File: src/rtl/dct_transpose_pkg.sv
// Shared constants and types for the 2-D DCT pipeline (row stage, transpose, column stage).
package DctPkg;

  localparam int BlockSize = 8;
  localparam int IdxWidth  = $clog2(BlockSize);
  localparam int CoefWidth = 16;

  // One row of coefficients at the default pipeline width, as exchanged between the 1-D stages.
  typedef logic [0:BlockSize-1][CoefWidth-1:0] coefRow_t;

  // Occupancy of one transpose bank.
  typedef enum logic [1:0] {
    BankEmpty   = 2'd0,
    BankFilling = 2'd1,
    BankFull    = 2'd2
  } bankState_e;

endpackage

File: src/rtl/axis_reg.sv
// Single-entry valid/ready pipeline register; Enable=0 turns it into plain wires.
module AxisReg #(
  parameter int Width  = 8,
  parameter bit Enable = 1'b1
) (
  input  logic             clk_i,
  input  logic             rst_i,
  input  logic             s_valid_i,
  output logic             s_ready_o,
  input  logic [Width-1:0] s_data_i,
  output logic             m_valid_o,
  input  logic             m_ready_i,
  output logic [Width-1:0] m_data_o
);

  if (Enable) begin : gReg
    logic             valid_q;
    logic [Width-1:0] data_q;

    // The slot can take a new beat when it is empty or being emptied this cycle.
    assign s_ready_o = !valid_q || m_ready_i;
    assign m_valid_o = valid_q;
    assign m_data_o  = data_q;

    // Load on upstream handshake, otherwise hold so a stalled beat stays stable.
    always_ff @(posedge clk_i) begin
      if (rst_i) begin
        valid_q <= 1'b0;
        data_q  <= '0;
      end else if (s_ready_o) begin
        valid_q <= s_valid_i;
        if (s_valid_i) begin
          data_q <= s_data_i;
        end
      end
    end
  end else begin : gBypass
    assign m_valid_o = s_valid_i;
    assign s_ready_o = m_ready_i;
    assign m_data_o  = s_data_i;
  end

endmodule

File: src/rtl/dct_transpose_bank.sv
// One 8x8 coefficient bank: whole-row write port, whole-column combinational read port.
module DctTransposeBank
  import DctPkg::*;
#(
  parameter int Width = 16
) (
  input  logic                              clk_i,
  input  logic                              wrEn_i,
  input  logic [IdxWidth-1:0]               wrRow_i,
  input  logic [0:BlockSize-1][Width-1:0]   wrData_i,
  input  logic [IdxWidth-1:0]               rdCol_i,
  output logic [0:BlockSize-1][Width-1:0]   rdData_o
);

  logic [0:BlockSize-1][0:BlockSize-1][Width-1:0] mem_q;

  // Storage is not reset; the bank state in the parent says whether contents are meaningful.
  always_ff @(posedge clk_i) begin
    if (wrEn_i) begin
      mem_q[wrRow_i] <= wrData_i;
    end
  end

  // Gather element rdCol_i of every stored row to form one column.
  always_comb begin
    rdData_o = '0;
    for (int j = 0; j < BlockSize; j++) begin
      rdData_o[j] = mem_q[j][rdCol_i];
    end
  end

endmodule

File: src/rtl/dct_transpose.sv
// Ping-pong 8x8 transpose between the row and column DCT stages: rows in, columns out.
module dct_transpose
  import DctPkg::*;
#(
  parameter int Width     = 16,
  parameter int OutputReg = 1
) (
  input  logic                            clk_i,
  input  logic                            rst_i,
  output logic                            s_ready_o,
  input  logic                            s_valid_i,
  input  logic                            s_sof_i,
  input  logic                            s_eol_i,
  input  logic [0:BlockSize-1][Width-1:0] s_data_i,
  input  logic                            m_ready_i,
  output logic                            m_valid_o,
  output logic                            m_sof_o,
  output logic                            m_eol_o,
  output logic [0:BlockSize-1][Width-1:0] m_data_o
);

  // Rows follow the module's Width, so the package row type is re-shaped locally.
  typedef logic [0:BlockSize-1][Width-1:0] row_t;

  localparam logic [IdxWidth-1:0] LastIdx  = IdxWidth'(BlockSize - 1);
  localparam int                  PayloadW = Width * BlockSize + 2;

  bankState_e          bankState_q [2];
  bankState_e          bankState_d [2];
  logic                wrBank_q, wrBank_d;
  logic                rdBank_q, rdBank_d;
  logic [IdxWidth-1:0] rowCnt_q, rowCnt_d;
  logic [IdxWidth-1:0] colCnt_q, colCnt_d;
  logic [1:0]          sof_q, sof_d;
  logic [1:0]          eol_q, eol_d;

  logic                accept;
  logic [IdxWidth-1:0] wrRow;
  logic                wrIsLast;
  logic [1:0]          bankWrEn;
  row_t                bankRd [2];

  logic                rdFull;
  logic                fwdValid;
  logic                rdValid;
  logic                rdReady;
  logic                rdAccept;
  logic                rdSof;
  logic                rdEol;
  row_t                rdCol;
  logic [PayloadW-1:0] rdPayload;
  logic [PayloadW-1:0] outPayload;

  // Input side: a start-of-frame row always lands as row 0, dropping any partial block.
  assign s_ready_o = !rst_i && (bankState_q[wrBank_q] != BankFull);
  assign accept    = s_valid_i && s_ready_o;
  assign wrRow     = s_sof_i ? '0 : rowCnt_q;
  assign wrIsLast  = (wrRow == LastIdx);

  for (genvar b = 0; b < 2; b++) begin : gBank
    assign bankWrEn[b] = accept && (wrBank_q == 1'(b));

    DctTransposeBank #(
      .Width(Width)
    ) uBank (
      .clk_i   (clk_i),
      .wrEn_i  (bankWrEn[b]),
      .wrRow_i (wrRow),
      .wrData_i(s_data_i),
      .rdCol_i (colCnt_q),
      .rdData_o(bankRd[b])
    );
  end

  // With the output register, column 0 is launched while row 7 is still on the input bus,
  // so that row's element is forwarded around the bank to get one cycle of latency.
  assign rdFull   = (bankState_q[rdBank_q] == BankFull);
  assign fwdValid = (OutputReg != 0) && accept && wrIsLast && (wrBank_q == rdBank_q);
  assign rdValid  = rdFull || fwdValid;
  assign rdAccept = rdValid && rdReady;
  assign rdSof    = (colCnt_q == '0) && sof_q[rdBank_q];
  assign rdEol    = (colCnt_q == LastIdx) && eol_q[rdBank_q];

  // Select the read bank's column and splice in the forwarded last-row element.
  always_comb begin
    rdCol = bankRd[rdBank_q];
    if (fwdValid) begin
      rdCol[BlockSize-1] = s_data_i[colCnt_q];
    end
  end

  assign rdPayload = {rdSof, rdEol, rdCol};

  AxisReg #(
    .Width (PayloadW),
    .Enable(OutputReg != 0)
  ) uOutReg (
    .clk_i    (clk_i),
    .rst_i    (rst_i),
    .s_valid_i(rdValid),
    .s_ready_o(rdReady),
    .s_data_i (rdPayload),
    .m_valid_o(m_valid_o),
    .m_ready_i(m_ready_i),
    .m_data_o (outPayload)
  );

  assign m_sof_o  = outPayload[PayloadW-1];
  assign m_eol_o  = outPayload[PayloadW-2];
  assign m_data_o = outPayload[Width*BlockSize-1:0];

  // Next-state for bank occupancy and pointers; read update first so a write to the same bank wins.
  always_comb begin
    bankState_d = bankState_q;
    wrBank_d    = wrBank_q;
    rdBank_d    = rdBank_q;
    rowCnt_d    = rowCnt_q;
    colCnt_d    = colCnt_q;
    sof_d       = sof_q;
    eol_d       = eol_q;

    if (rdAccept) begin
      if (colCnt_q == LastIdx) begin
        bankState_d[rdBank_q] = BankEmpty;
        colCnt_d              = '0;
        rdBank_d              = !rdBank_q;
      end else begin
        colCnt_d = colCnt_q + 1'b1;
      end
    end

    if (accept) begin
      if (wrRow == '0) begin
        sof_d[wrBank_q] = s_sof_i;
      end
      if (wrIsLast) begin
        bankState_d[wrBank_q] = BankFull;
        eol_d[wrBank_q]       = s_eol_i;
        rowCnt_d              = '0;
      end else begin
        bankState_d[wrBank_q] = BankFilling;
        rowCnt_d              = wrRow + 1'b1;
      end
    end

    if ((bankState_d[wrBank_q] == BankFull) && (bankState_d[!wrBank_q] == BankEmpty)) begin
      wrBank_d = !wrBank_q;
    end
  end

  // Control state register with synchronous reset.
  always_ff @(posedge clk_i) begin
    if (rst_i) begin
      bankState_q <= '{BankEmpty, BankEmpty};
      wrBank_q    <= 1'b0;
      rdBank_q    <= 1'b0;
      rowCnt_q    <= '0;
      colCnt_q    <= '0;
      sof_q       <= '0;
      eol_q       <= '0;
    end else begin
      bankState_q <= bankState_d;
      wrBank_q    <= wrBank_d;
      rdBank_q    <= rdBank_d;
      rowCnt_q    <= rowCnt_d;
      colCnt_q    <= colCnt_d;
      sof_q       <= sof_d;
      eol_q       <= eol_d;
    end
  end

endmodule

File: config.mk
export PLATFORM = sky130hd
export DESIGN_NAME = dct_transpose
export DESIGN_NICKNAME = d
export VERILOG_FILES = /design/src/rtl/dct_transpose_pkg.sv /design/src/rtl/axis_reg.sv /design/src/rtl/dct_transpose_bank.sv /design/src/rtl/dct_transpose.sv
export SDC_FILE = /design/constraint.sdc
export NUM_CORES = 2
export LEC_CHECK = 0
export ABC_AREA = 0
export BUFFER_PORTS_ARGS = -buffer_cell sky130_fd_sc_hd__buf_2
export CORE_MARGIN = 1.5
export CORE_UTILIZATION = 45
export DETAILED_ROUTE_END_ITERATION = 10
export SLEW_MARGIN = 20
export SYNTH_ARGS = -nofsm -noshare
export SYNTH_HDL_FRONTEND = slang
export SYNTH_SLANG_ARGS = --single-unit
export TNS_END_PERCENT = 5
File: constraint.sdc
create_clock -name clk_i -period 14.4 [get_ports clk_i]
set_clock_uncertainty 0.1 [all_clocks]
set_input_delay 0.72 -clock clk_i [delete_from_list [all_inputs] [get_ports clk_i]]
set_output_delay 0.72 -clock clk_i [all_outputs]
set_load 0.1 [all_outputs]
; ---- Word-level counts from Yosys, hierarchy flattened
; Cells that the tools add are included.
[op_classes]
n_addsub = 2
order_cmp = 11
eq_ne = 6
n_mux = 90
bitwise_logic = 14
reduce_logical = 27
[ops]
columns = cell, count
row1 = 1024-bit bitwise mux, 2
row2 = 16-bit binary-select mux with 3-bit select, 17
row3 = 16-bit two-way mux, 35
row4 = 128-bit two-way mux, 4
row5 = 128-bit demux with 3-bit select, 1
row6 = 2-bit two-way mux, 14
row7 = 4-bit two-way mux, 4
row8 = 1-bit logical AND, 14
row9 = 3-bit two-way mux, 3
row10 = 4-bit >= comparator (second input constant), 2
row11 = 3-bit inverter with 4-bit output, 2
row12 = 2-bit AND reduction, 4
row13 = 3-bit by 1-bit adder with 3-bit output (second input constant), 2
row14 = 3-bit == test (second input constant), 2
row15 = 2-bit >= comparator (second input constant), 3
row16 = 3-bit zero test, 2
row17 = 1-bit inverter with 2-bit output, 3
row18 = 1-bit two-way mux, 5
row19 = 2-bit bitwise AND, 2
row20 = 4-bit bitwise AND, 1
row21 = 2-bit bitwise mux, 2
row22 = 2-bit demux with 1-bit select, 2
row23 = 2-bit == test (second input constant), 2
row24 = 1-bit zero test, 4
row25 = 13 further kinds, 18
[totals]
register_bits = 2195
in_bits = 134
output_inout_bits = 132
wordCells = 288

; ---- Longest topological paths before layout
[logic_depth]
depth_word = 20
depth_mapped = 14
mapped_depth_nobuf = 8

; ---- By module
; Synthesis repeated with hierarchy kept, for this count alone.
[unflattened]
cells_unflattened = 3934
area_unflattened_um2 = 87367.5
[by_module_without_submodules]
columns = mod, instances, cells_per_inst, area_per_inst_um2, seq_area_each_um2
row1 = DctTransposeBank, 2, 1492, 39001.2, 30749.5
row2 = AxisReg, 1, 597, 5795.6, 2622.5
row3 = dct_transpose, 1, 353, 3569.7, 320.3

; ---- Worst setup path after synthesis
; No wires, ideal clock.
[synth_path]
path_type = input to register
startpoint = input rst_i
endpoint = register gBank[0].uBank.mem_q[640] (netlist name) (enable)
setup_ps = 929
t_arrival_ps = 13558
t_required_ps = 13371
path_slack_ps = -187
cell_stages = 4
path_buffers = 1
path_cell_list = clkbuf_1 > nor3b_1 > nand2_1 > nor4_1
[synth_via]
elab_chain_len = 4
[synth_lines]
columns = element, line
row1 = "start, declared", dct_transpose.sv:9  ; input logic rst_i,
row2 = 1-bit zero test, dct_transpose.sv:55  ; assign s_ready_o = !rst_i && (bankState_q[wrBank_q] != BankFull);
row3 = 1-bit logical AND, dct_transpose.sv:55
row4 = 1-bit logical AND, dct_transpose.sv:56  ; assign accept = s_valid_i && s_ready_o;
row5 = 1-bit logical AND, dct_transpose.sv:61  ; assign bankWrEn[b] = accept && (wrBank_q == 1'(b));
row6 = "end signal, assigned by index", dct_transpose_bank.sv:20  ; mem_q[wrRow_i] <= wrData_i;
row7 = "end, declared", dct_transpose_bank.sv:15  ; logic [0:BlockSize-1][0:BlockSize-1][Width-1:0] mem_q;
; Every way passes these cells.
; A chain may end at the register's enable or synchronous reset.

; ---- Worst setup path after layout
[layout_path]
startpoint = register colCnt_q[0]
endpoint = register uOutReg.gReg.data_q[51] (netlist: uOutReg.m_data_o[51])
[layout_via]
elab_chain_len = 7
elab_cells_between_ends = 10
cone_classes = 9 x mux / 1 x bitwise
[layout_lines]
columns = element, line
row1 = "start, declared", dct_transpose.sv:33  ; logic [IdxWidth-1:0] colCnt_q, colCnt_d;
row2 = "start signal, assigned", dct_transpose.sv:166  ; colCnt_q <= colCnt_d;
row3 = 3-bit inverter with 4-bit output (not written as such) (*), dct_transpose_bank.sv:28  ; rdData_o[j] = mem_q[j][rdCol_i];
row4 = 16-bit binary-select mux with 3-bit select, dct_transpose_bank.sv:28
row5 = 16-bit two-way mux (not written as such) (2 in series), dct_transpose_bank.sv:28
row6 = 128-bit two-way mux (not written as such) (*) (3 in series), dct_transpose.sv:86  ; rdCol = bankRd[rdBank_q];
row7 = "end signal, assigned", axis_reg.sv:33  ; data_q <= s_data_i;
row8 = "end, declared", axis_reg.sv:18  ; logic [Width-1:0] data_q;
; Mark *: on every way between the ends. The rest lies on a longest branch, timed or not. The select of a mux whose other input is x is not followed.

==> metrics.cfg <==
[status]
outcome=complete, no violations

[global_routing]
grt_pass1_wl_mm=291
grt_antenna_before_repair=4
grt_busiest_layer=met2
grt_overflow=0
met1_usage_pct=28.9
grt_use_met2_pct=36.6
grt_util_met3_pct=3.02
grt_max_degree=149
grt_usage_pct=21.4
grt_pass1_vias=41000

[setup_path]
cp-end-kind=flip-flop
arrival_ps=4950
slowest_delay_ps=810
cp.required_ps=14970
crit_fanout=101
crit_path_cell_trace=buf_4, buf_12, buf_12, mux4_2, a22o_1, nor2_1, o22ai_1
crit_path_start=colCnt_q[0]
regToRegSetupSlack_ps=10020
crit_top_cell=buf_12
path_class=flip-flop to flip-flop
critical_path.slowest_cell=dfxtp_4
path_buf_inv=3
start_kind=flip-flop
cp_top_family=buffers and inverters
rr_startpoint=colCnt_q[0]

[synthesis]
synth_fp_nets=3932
synthTopCellsByArea=edfxtp_1, mux4_2, dfxtp_1
synth_edf_count=2048
synth_cell_types=51
synth-simple-area-share_pct=2.03
async_flop_share_pct=0
synth.largest_area_cell=edfxtp_1
yosys_warnings=0
ys.flop_type=edfxtp_1
synth_compound_area_share_pct=4.16
synth-seq-cells=2195
synth-xor-area-share_pct=0.0105
synthCells=3792
ys_seq_area_share_pct=77.4
synth_commonest_cells=edfxtp_1, mux4_2, a22o_1
synth_top_family_by_area=multiplexers
yosysMostFrequentCell=edfxtp_1
netlist.area_leader.share_pct=73.9
syn_area_mm2=0.0833
avgSynthCellArea_um2=22.0
synth_fa_ha_area_share_pct=0.0902
muxShareOfSynthArea_pct=15.0

[timing]
setup_viol=0
setup_slack_ps=10020
slew_headroom_pct=26.7
report.final.slew_viol_count=0
rsz0062_at_grt=no
tns_ps=0
max_freq_ghz=0.228
worstMarginPinSlew_ps=1100
hold_viol=0
post-route-period-util_pct=30.4
fin_crit_ps=4380

[route]
drt-pass1-iter-count=5
vias=39800
wirelength_mm=200
drc=0
drt-initial-drc-count=3671
routedWlPerCell_um=29.6
drtAntennaViolNets=0
routed_via_density=5.90

[cells_and_area]
n_antenna_cell=0
final-seq-area_mm2=0.0645
stdcell_area_mm2=0.0945
multi_input_area_mm2=0.0179
fin_nets=4240
syn2layout_area_growth_pct=13.5
final_layout_size_suffix_gt1_share_pct=29.3
nFillCells=14500

[floorplan]
dieArea_mm2=0.188
die_h_um=433
die_x_um=433
start_util_pct=45.4
core_area_mm2=0.183
top_level_ports=266
rows=157

[cts]
tritoncts=yes
clockBufferDepth=3
cts.sinks=2195
clk_latency_ps=860
ctsHtreeMaxLevel=4
clk_pin_slew_worst_paths_ps=60
cts_root_buf=clkbuf_16
cts-buffers-inserted=215

[place]
globalplace.congestion=0.723
dp_hpwl_mm=103
pre_cts_slack_ps=9480
place_area_mm2=0.0874
portBuffers=265

[job]
max-cap-violations=0

[power_and_ir_drop]
powerDensity_mw_per_mm2=135
p_leak_uw=0.0294
irDropWorstVdd_mv=0.142

[worst_hold_path]
min-delay-start=s_sof_i
hold_class=input pin to flip-flop

through the flow:
stage	cells	hold slack, ps	power, µW	util [%]
floorplan	3792	334	7180	-
global route	6751	80.8	13100	51.5
CTS	6750	11.3	12900	51.5
finish	6751	78.0	12800	51.5
detailed placement	6345	349	7340	47.6
global placement	6345	344	7340	47.6
cells by family after synthesis:
logic type	after synthesis
simple gates	327
mux	566
flops	2195
xor+xnor	1
fa+ha+maj	6
buf+inv	250
compound gates	447
per-layer routing:
layer | vias up | share of wire [%]
li1 | 16700 | -
met3 | 275 | 5.0
met2 | 1217 | 51
met1 | 21600 | 41
met4 | 0 | 2.3
met5 | - | 0
placed cells by master, fill, tap and decap left out, drive strengths merged, types with 5 or more instances in the layout:
cell type  synthesis  routed
inv                7      14
o22ai            113     113
clkbuf           155     296
clkinv             0      84
edfxtp          2048    2048
a31oi             19      19
nand2             26      26
mux2i              5       5
nand2b           122     122
a21oi             11      11
mux4             544     544
nor3              12      12
nor2b              6       6
dfxtp            147     147
nand4              6       6
nor2             127     127
buf               88     333
a22oi             32      32
ha                 6       6
o31ai              6       6
mux2              17      17
nand3              6       6
a21o              16      16
a311oi            16      16
bufinv             0      14
a22o             224     224
path summary, 6_finish.rpt:
| path | to | cells past startpoint |
|---|---|---|
| setup / recovery | uOutReg.m_data_o[51] | 7 |
| hold / removal | sof_q[0] | 3 |
| setup reg to reg | uOutReg.m_data_o[51] | 7 |
| hold reg to reg | eol_q[0] | 2 |
cell type report:
cell class / count / share of cell area [%]
clock buffer: 296 / 6.37
sequential: 2195 / 68.2
multi-input combinational: 1347 / 18.9
timing repair buffer: 334 / 2.13
inverter: 7 / 0.0278
clock inverter: 108 / 1.08
tap: 2464 / 3.26
where the power goes:
group	leakage, µW	switching [µW]	internal (µW)
combinational	0.00632	165	38.0
clock	0.00347	2390	3170
sequential	0.0196	5.83	6990
registers in the layout, indices dropped and copies added (netlist names), 2 cells and up:
register,flops
rowCnt_q,3
eol_q,2
uOutReg.m_data_o,130
colCnt_q,3
bankState_q,4
sof_q,2
gBank.uBank.mem_q,2048
worst min-delay path: stages:
cell     delay (ps)
buf_2           120
nand3_1          70
a21oi_1          60
what timing repair did:
action                                 in CTS  in global routing
hold buffers                                1                  0
resized for setup                           0                  0
endpoints found under the hold margin       2                  0
setup buffers                               0                  0
No activity file was read; power rests on OpenSTA's default activity.
